[src/rtl/hz_pkg.sv]
// Shared types and sizing helpers for the hazard scoreboard and its match units.
package hz_pkg;

  // Widest register address an entry can hold; narrower RA_W values are zero-extended.
  localparam int RA_W_MAX = 8;

  localparam int FWD_RF = 0;

  typedef struct packed {
    logic                v;
    logic [RA_W_MAX-1:0] rd;
    logic                ld;
  } sb_entry_t;

  function automatic int fwd_w(input int depth);
    return $clog2(depth + 1);
  endfunction

  function automatic int idx_w(input int depth);
    return (depth > 1) ? $clog2(depth) : 1;
  endfunction

endpackage

[src/rtl/hz_match.sv]
// Priority search for one source operand: finds the youngest in-flight writer of
// src_i and reports whether its result is already forwardable.
module hz_match
  import hz_pkg::*;
#(
  parameter int RA_W     = 5,
  parameter int DEPTH    = 3,
  parameter int RDY_ALU  = 0,
  parameter int RDY_LOAD = 1
) (
  input  sb_entry_t [DEPTH-1:0]        entries_i,
  input  logic      [RA_W-1:0]         src_i,
  input  logic                         used_i,
  output logic                         hit_o,
  output logic                         ready_o,
  output logic      [idx_w(DEPTH)-1:0] idx_o
);

  localparam int IW = idx_w(DEPTH);

  // Scanning oldest to youngest lets the lowest matching index overwrite the result.
  always_comb begin
    hit_o   = 1'b0;
    ready_o = 1'b0;
    idx_o   = '0;
    if (used_i && (src_i != '0)) begin
      for (int k = DEPTH - 1; k >= 0; k--) begin
        if (entries_i[k].v && (entries_i[k].rd == RA_W_MAX'(src_i))) begin
          hit_o   = 1'b1;
          idx_o   = IW'(k);
          ready_o = entries_i[k].ld ? (k >= RDY_LOAD) : (k >= RDY_ALU);
        end
      end
    end
  end

endmodule

[src/rtl/hazard_scoreboard.sv]
// ID-stage hazard and forwarding controller built on a shift-register scoreboard
// of in-flight destination registers.
module hazard_scoreboard
  import hz_pkg::*;
#(
  parameter int RA_W     = 5,
  parameter int DEPTH    = 3,
  parameter int RDY_ALU  = 0,
  parameter int RDY_LOAD = 1,
  parameter int CNT_W    = 16
) (
  input  logic                        clock,
  input  logic                        reset_0,
  input  logic                        id_valid,
  input  logic [RA_W-1:0]             id_rs,
  input  logic [RA_W-1:0]             id_rt,
  input  logic                        id_rs_used,
  input  logic                        id_rt_used,
  input  logic [RA_W-1:0]             id_rd,
  input  logic                        id_wreg,
  input  logic                        id_is_load,
  input  logic                        flush,
  input  logic                        ex_busy,
  output logic                        stall,
  output logic                        issue,
  output logic [fwd_w(DEPTH)-1:0]     fwd_rs,
  output logic [fwd_w(DEPTH)-1:0]     fwd_rt,
  output logic [CNT_W-1:0]            stall_cnt
);

  localparam int FW = fwd_w(DEPTH);
  localparam int IW = idx_w(DEPTH);

  sb_entry_t [DEPTH-1:0] entries_q, entries_d;
  logic [CNT_W-1:0]      stall_cnt_q, stall_cnt_d;

  logic          rs_hit, rs_ready, rt_hit, rt_ready, raw_haz;
  logic [IW-1:0] rs_idx, rt_idx;

  hz_match #(.RA_W(RA_W), .DEPTH(DEPTH), .RDY_ALU(RDY_ALU), .RDY_LOAD(RDY_LOAD)) u_match_rs (
    .entries_i (entries_q),
    .src_i     (id_rs),
    .used_i    (id_rs_used),
    .hit_o     (rs_hit),
    .ready_o   (rs_ready),
    .idx_o     (rs_idx)
  );

  hz_match #(.RA_W(RA_W), .DEPTH(DEPTH), .RDY_ALU(RDY_ALU), .RDY_LOAD(RDY_LOAD)) u_match_rt (
    .entries_i (entries_q),
    .src_i     (id_rt),
    .used_i    (id_rt_used),
    .hit_o     (rt_hit),
    .ready_o   (rt_ready),
    .idx_o     (rt_idx)
  );

  // Handshake with the ID stage: id_valid offers an instruction; it is taken into EX
  // at the next edge exactly when issue=1. stall=1 holds PC and IF/ID; flush wins over
  // both, so a flushed instruction neither stalls nor issues.
  always_comb begin
    raw_haz = id_valid && ((rs_hit && !rs_ready) || (rt_hit && !rt_ready));
    stall   = (raw_haz || ex_busy) && !flush;
    issue   = id_valid && !stall && !flush;
    fwd_rs  = (rs_hit && rs_ready) ? FW'(rs_idx) + FW'(1) : FW'(FWD_RF);
    fwd_rt  = (rt_hit && rt_ready) ? FW'(rt_idx) + FW'(1) : FW'(FWD_RF);
  end

  always_comb begin
    entries_d = entries_q;
    if (!ex_busy) begin
      for (int k = DEPTH - 1; k >= 1; k--) begin
        entries_d[k] = entries_q[k-1];
      end
      // A stall, flush or write to r0 enters EX as a bubble.
      entries_d[0].v  = issue && id_wreg && (id_rd != '0);
      entries_d[0].rd = RA_W_MAX'(id_rd);
      entries_d[0].ld = id_is_load;
    end
  end

  always_comb begin
    stall_cnt_d = stall_cnt_q;
    if (stall && (stall_cnt_q != '1)) begin
      stall_cnt_d = stall_cnt_q + CNT_W'(1);
    end
  end

  always_ff @(posedge clock) begin
    if (!reset_0) begin
      entries_q   <= '0;
      stall_cnt_q <= '0;
    end else begin
      entries_q   <= entries_d;
      stall_cnt_q <= stall_cnt_d;
    end
  end

  assign stall_cnt = stall_cnt_q;

endmodule

[config.mk]
export PLATFORM = sky130hd
export DESIGN_NAME = hazard_scoreboard
export DESIGN_NICKNAME = d
export VERILOG_FILES = /design/src/rtl/hz_pkg.sv /design/src/rtl/hz_match.sv /design/src/rtl/hazard_scoreboard.sv
export SDC_FILE = /design/constraint.sdc
export NUM_CORES = 1
export LEC_CHECK = 0
export ABC_AREA = 0
export CAP_MARGIN = 20
export CORE_UTILIZATION = 45
export CTS_CLUSTER_SIZE = 30
export DETAILED_ROUTE_END_ITERATION = 8
export DONT_BUFFER_PORTS = 1
export SYNTH_ARGS = -nofsm -noshare
export SYNTH_HDL_FRONTEND = slang
export SYNTH_SLANG_ARGS = --single-unit
[constraint.sdc]
create_clock -name clock -period 2.7 [get_ports clock]
set_input_delay 0.135 -clock clock [delete_from_list [all_inputs] [get_ports clock]]
set_output_delay 0.135 -clock clock [all_outputs]
set_load 0.01 [all_outputs]
==> impl_results.md <==
* WHS Path Cells at 2
* Setup tns final at 0 ns
* Least-Margin Pin Slew at 0.502 ns
* First-pass DRT Iterations at 4
* Antenna violations before repair at 0
* Most common cell after layout, fill and taps aside: dfxtp_1
* WL met1 at 2320 microns
* Final core occ at 0.538
* Hold WC Path Type: input port to flop
* Via count at 1599
* Synth warnings at 0
* Met2 WL at 1790 microns
* Fmax at approximately 0.46 GHz
* Remaining DRCs at 0
* Clock transition at path regs at 0.07 ns
* Fin. Hold Viols at 0
* Row Count at 23
* Netlist cell types at 40
* Syn nets at 252
* Final Skew at ~0.0066 ns
* Slew Viols, Final at 0
* Vias per cell at 5.57
* Most used flip-flop cell after synthesis: dfxtp_1
* Hpwl dp at around 3300 microns
* Met3 wire length at 302 microns
* Num CTS Buffers at 5
* GR Util All Layers at 0.212
* Async SR Flop Fraction at 0
* Period utilization at 0.809
* Clock Sinks at 35
* Setup bufs post-CTS at 0
* Worst setup EP type: flop
* Crit path launch type: flop
* CTS Buffer Depth at 2
* Final non-filler cell area at 2200 sq um
* RePlAce Congestion at a little under 0.8
* FF-to-FF End: stall_cnt[14]
* Final min period at 2.18 ns
* Layout net count at 261
* Num ports at 46
* Die X at 68.2 microns
* Sequential share of the synthesized area at 0.356
* Syn Area/Cell at around 8.7 sq um
* CP arrival at 2.40 ns
* Initial Utilization at 0.482
* Final wirelength at 4470 microns
* Area of the core at 4090 sq um
* Leakage power at approximately 0.00087 uW
* Vias in the first global route at 1465
* Synthesized instance count at ~230
* Endpoints failing setup at 0
* Worst-path maximum fanout at 7
* Max_cap viols at 0
* Layout cells sized above 1 at 0.0759
* Pwr per Cell Area at 484 nW/um^2
* N_diodes at 0
* VDD IR-drop max at 271 uV
* Routed Antenna Nets at 0
* Port-buffer cells at 0
* CTS root buf: clkbuf_8
* First-pass GRT wire length at 7130 microns
* Highest metal used: met4
* R2r setup slk at 0.52 ns
* Slew headroom at 0.662
* Commonest cells after routing, fill and taps aside: dfxtp_1, nor2_1, mux2i_1
* R2R cell count at 7
* Worst Setup SP: entries_q[4]
* Worst hold endpoint: entries_q[0]
* Post-DP Area at 2010 sq um
* CTS tree: yes
* Worst reg2reg startpoint: entries_q[4]
* Clock latency on the worst-skew pair at 0.29 ns
* Largest net degree at the start of global routing at 23
* Routed WL per cell at 15.6 microns
* Status: finished clean
* Number of synthesized flops with an enable pin at 0
* Area growth from synthesis to layout at 11.6%
* Required @ worst endpoint at 2.92 ns
* HP Start: ex_busy
* Iteration-0 DRC Markers at 85
* CTS H-tree depth at 2
* Unrepaired setup endpoints after global routing: false
* Gr ovfl total at 0
* Mapped cell area at 1970 sq um
* Die Height at 68.2 microns
* Die area at about 4600 sq um
* Tot Pwr at 1060 uW
* Critical path class: flop to flop
* Synth Register Bits at 35
==> cell type report <==
| cell class | count | area [sq um] |
|---|---|---|
| inverter | 3 | 11.3 |
| clock inverter | 1 | 7.51 |
| fill | 383 | 1890 |
| clock buffer | 7 | 96.3 |
| tap | 50 | 62.6 |
| sequential | 35 | 701 |
| multi-input combinational | 182 | 1230 |
| timing repair buffer | 9 | 87.6 |
==> per-stage QoR <==
| step | std cells | worst slack (ns) | hold slack [ns] |
|---|---|---|---|
| after global routing | 287 | 0.311 | 0.000760 |
| after CTS | 287 | 0.519 | 0.000388 |
| after floorplan | 227 | 0.743 | 0.279 |
| after global placement | 271 | 0.564 | 0.278 |
| after detailed placement | 271 | 0.552 | 0.288 |
| final | 287 | 0.517 | 0.00850 |
==> critical path: stages (launching register included) <==
cell	delay, ns
dfxtp_1	0.35
xor2_1	0.17
nor4_1	0.38
and4b_4	0.32
o2111ai_4	0.18
a21o_1	0.25
or3_1	0.31
a21oi_1	0.14
==> where the power goes <==
group	total (uW)	switching [uW]	internal (uW)
combinational	95.8	45.3	50.6
sequential	546	17.8	528
clock	423	191	232
total	1060	254	810
==> synth_stat cells (2+ instances only) <==
master	count	share of area
a21oi_1	8	0.020
a31oi_1	2	0.0064
and3_1	6	0.019
buf_1	3	0.0057
clkbuf_1	4	0.0076
dfxtp_1	35	0.36
inv_1	3	0.0057
mux2_2	2	0.011
mux2i_1	22	0.11
nand2_1	18	0.034
nand2b_1	5	0.016
nand3_1	8	0.020
nand4_1	4	0.013
nor2_1	31	0.059
nor3_1	3	0.0076
nor4_1	5	0.016
o21ai_0	6	0.015
or3_1	4	0.013
or4_1	3	0.011
xnor2_1	15	0.067
xor2_1	21	0.093
==> what timing repair did <==
action | in CTS | in global routing
gates resized for setup | 0 | 0
hold endpoints to repair | 13 | 0
hold buffers | 8 | 0
==> worst max path at each step <==
| stage | cells past startpoint | to | slack, ns |
|---|---|---|---|
| 2_1_floorplan | 7 | stall_cnt[14] | 0.74 |
| 6_report | 7 | stall_cnt[14] | 0.52 |
| 3_3_place_gp | 7 | stall_cnt[8] | 0.56 |
| 5_1_grt | 7 | stall_cnt[15] | 0.31 |
| 4_1_cts | 7 | stall_cnt[14] | 0.52 |
| 3_5_place_dp | 7 | stall_cnt[14] | 0.55 |
==> logic make-up (layout without fill, tap and decap cells) <==
| family | Yosys count | after routing | share of synthesized area |
|---|---|---|---|
| fa+ha+maj | 1 | 1 | 0.00635 |
| mux | 24 | 24 | 0.123 |
| simple gates | 95 | 95 | 0.245 |
| buf+inv | 10 | 20 | 0.0191 |
| flops | 35 | 35 | 0.356 |
| xor+xnor | 36 | 36 | 0.160 |
| compound gates | 26 | 26 | 0.0909 |
==> state kept, by name, indices dropped and copies added, names as in the netlist <==
| name | count |
|---|---|
| entries_q | 19 |
| stall_cnt | 16 |
==> routing by layer <==
| metal | GRT usage | vias up |
|---|---|---|
| met3 | 0.0667 | 4 |
| met5 | 0 | - |
| met1 | 0.302 | 741 |
| li1 | - | 809 |
| met4 | 0.0885 | 0 |
| met2 | 0.287 | 45 |
(Power assumes the default switching activity.)
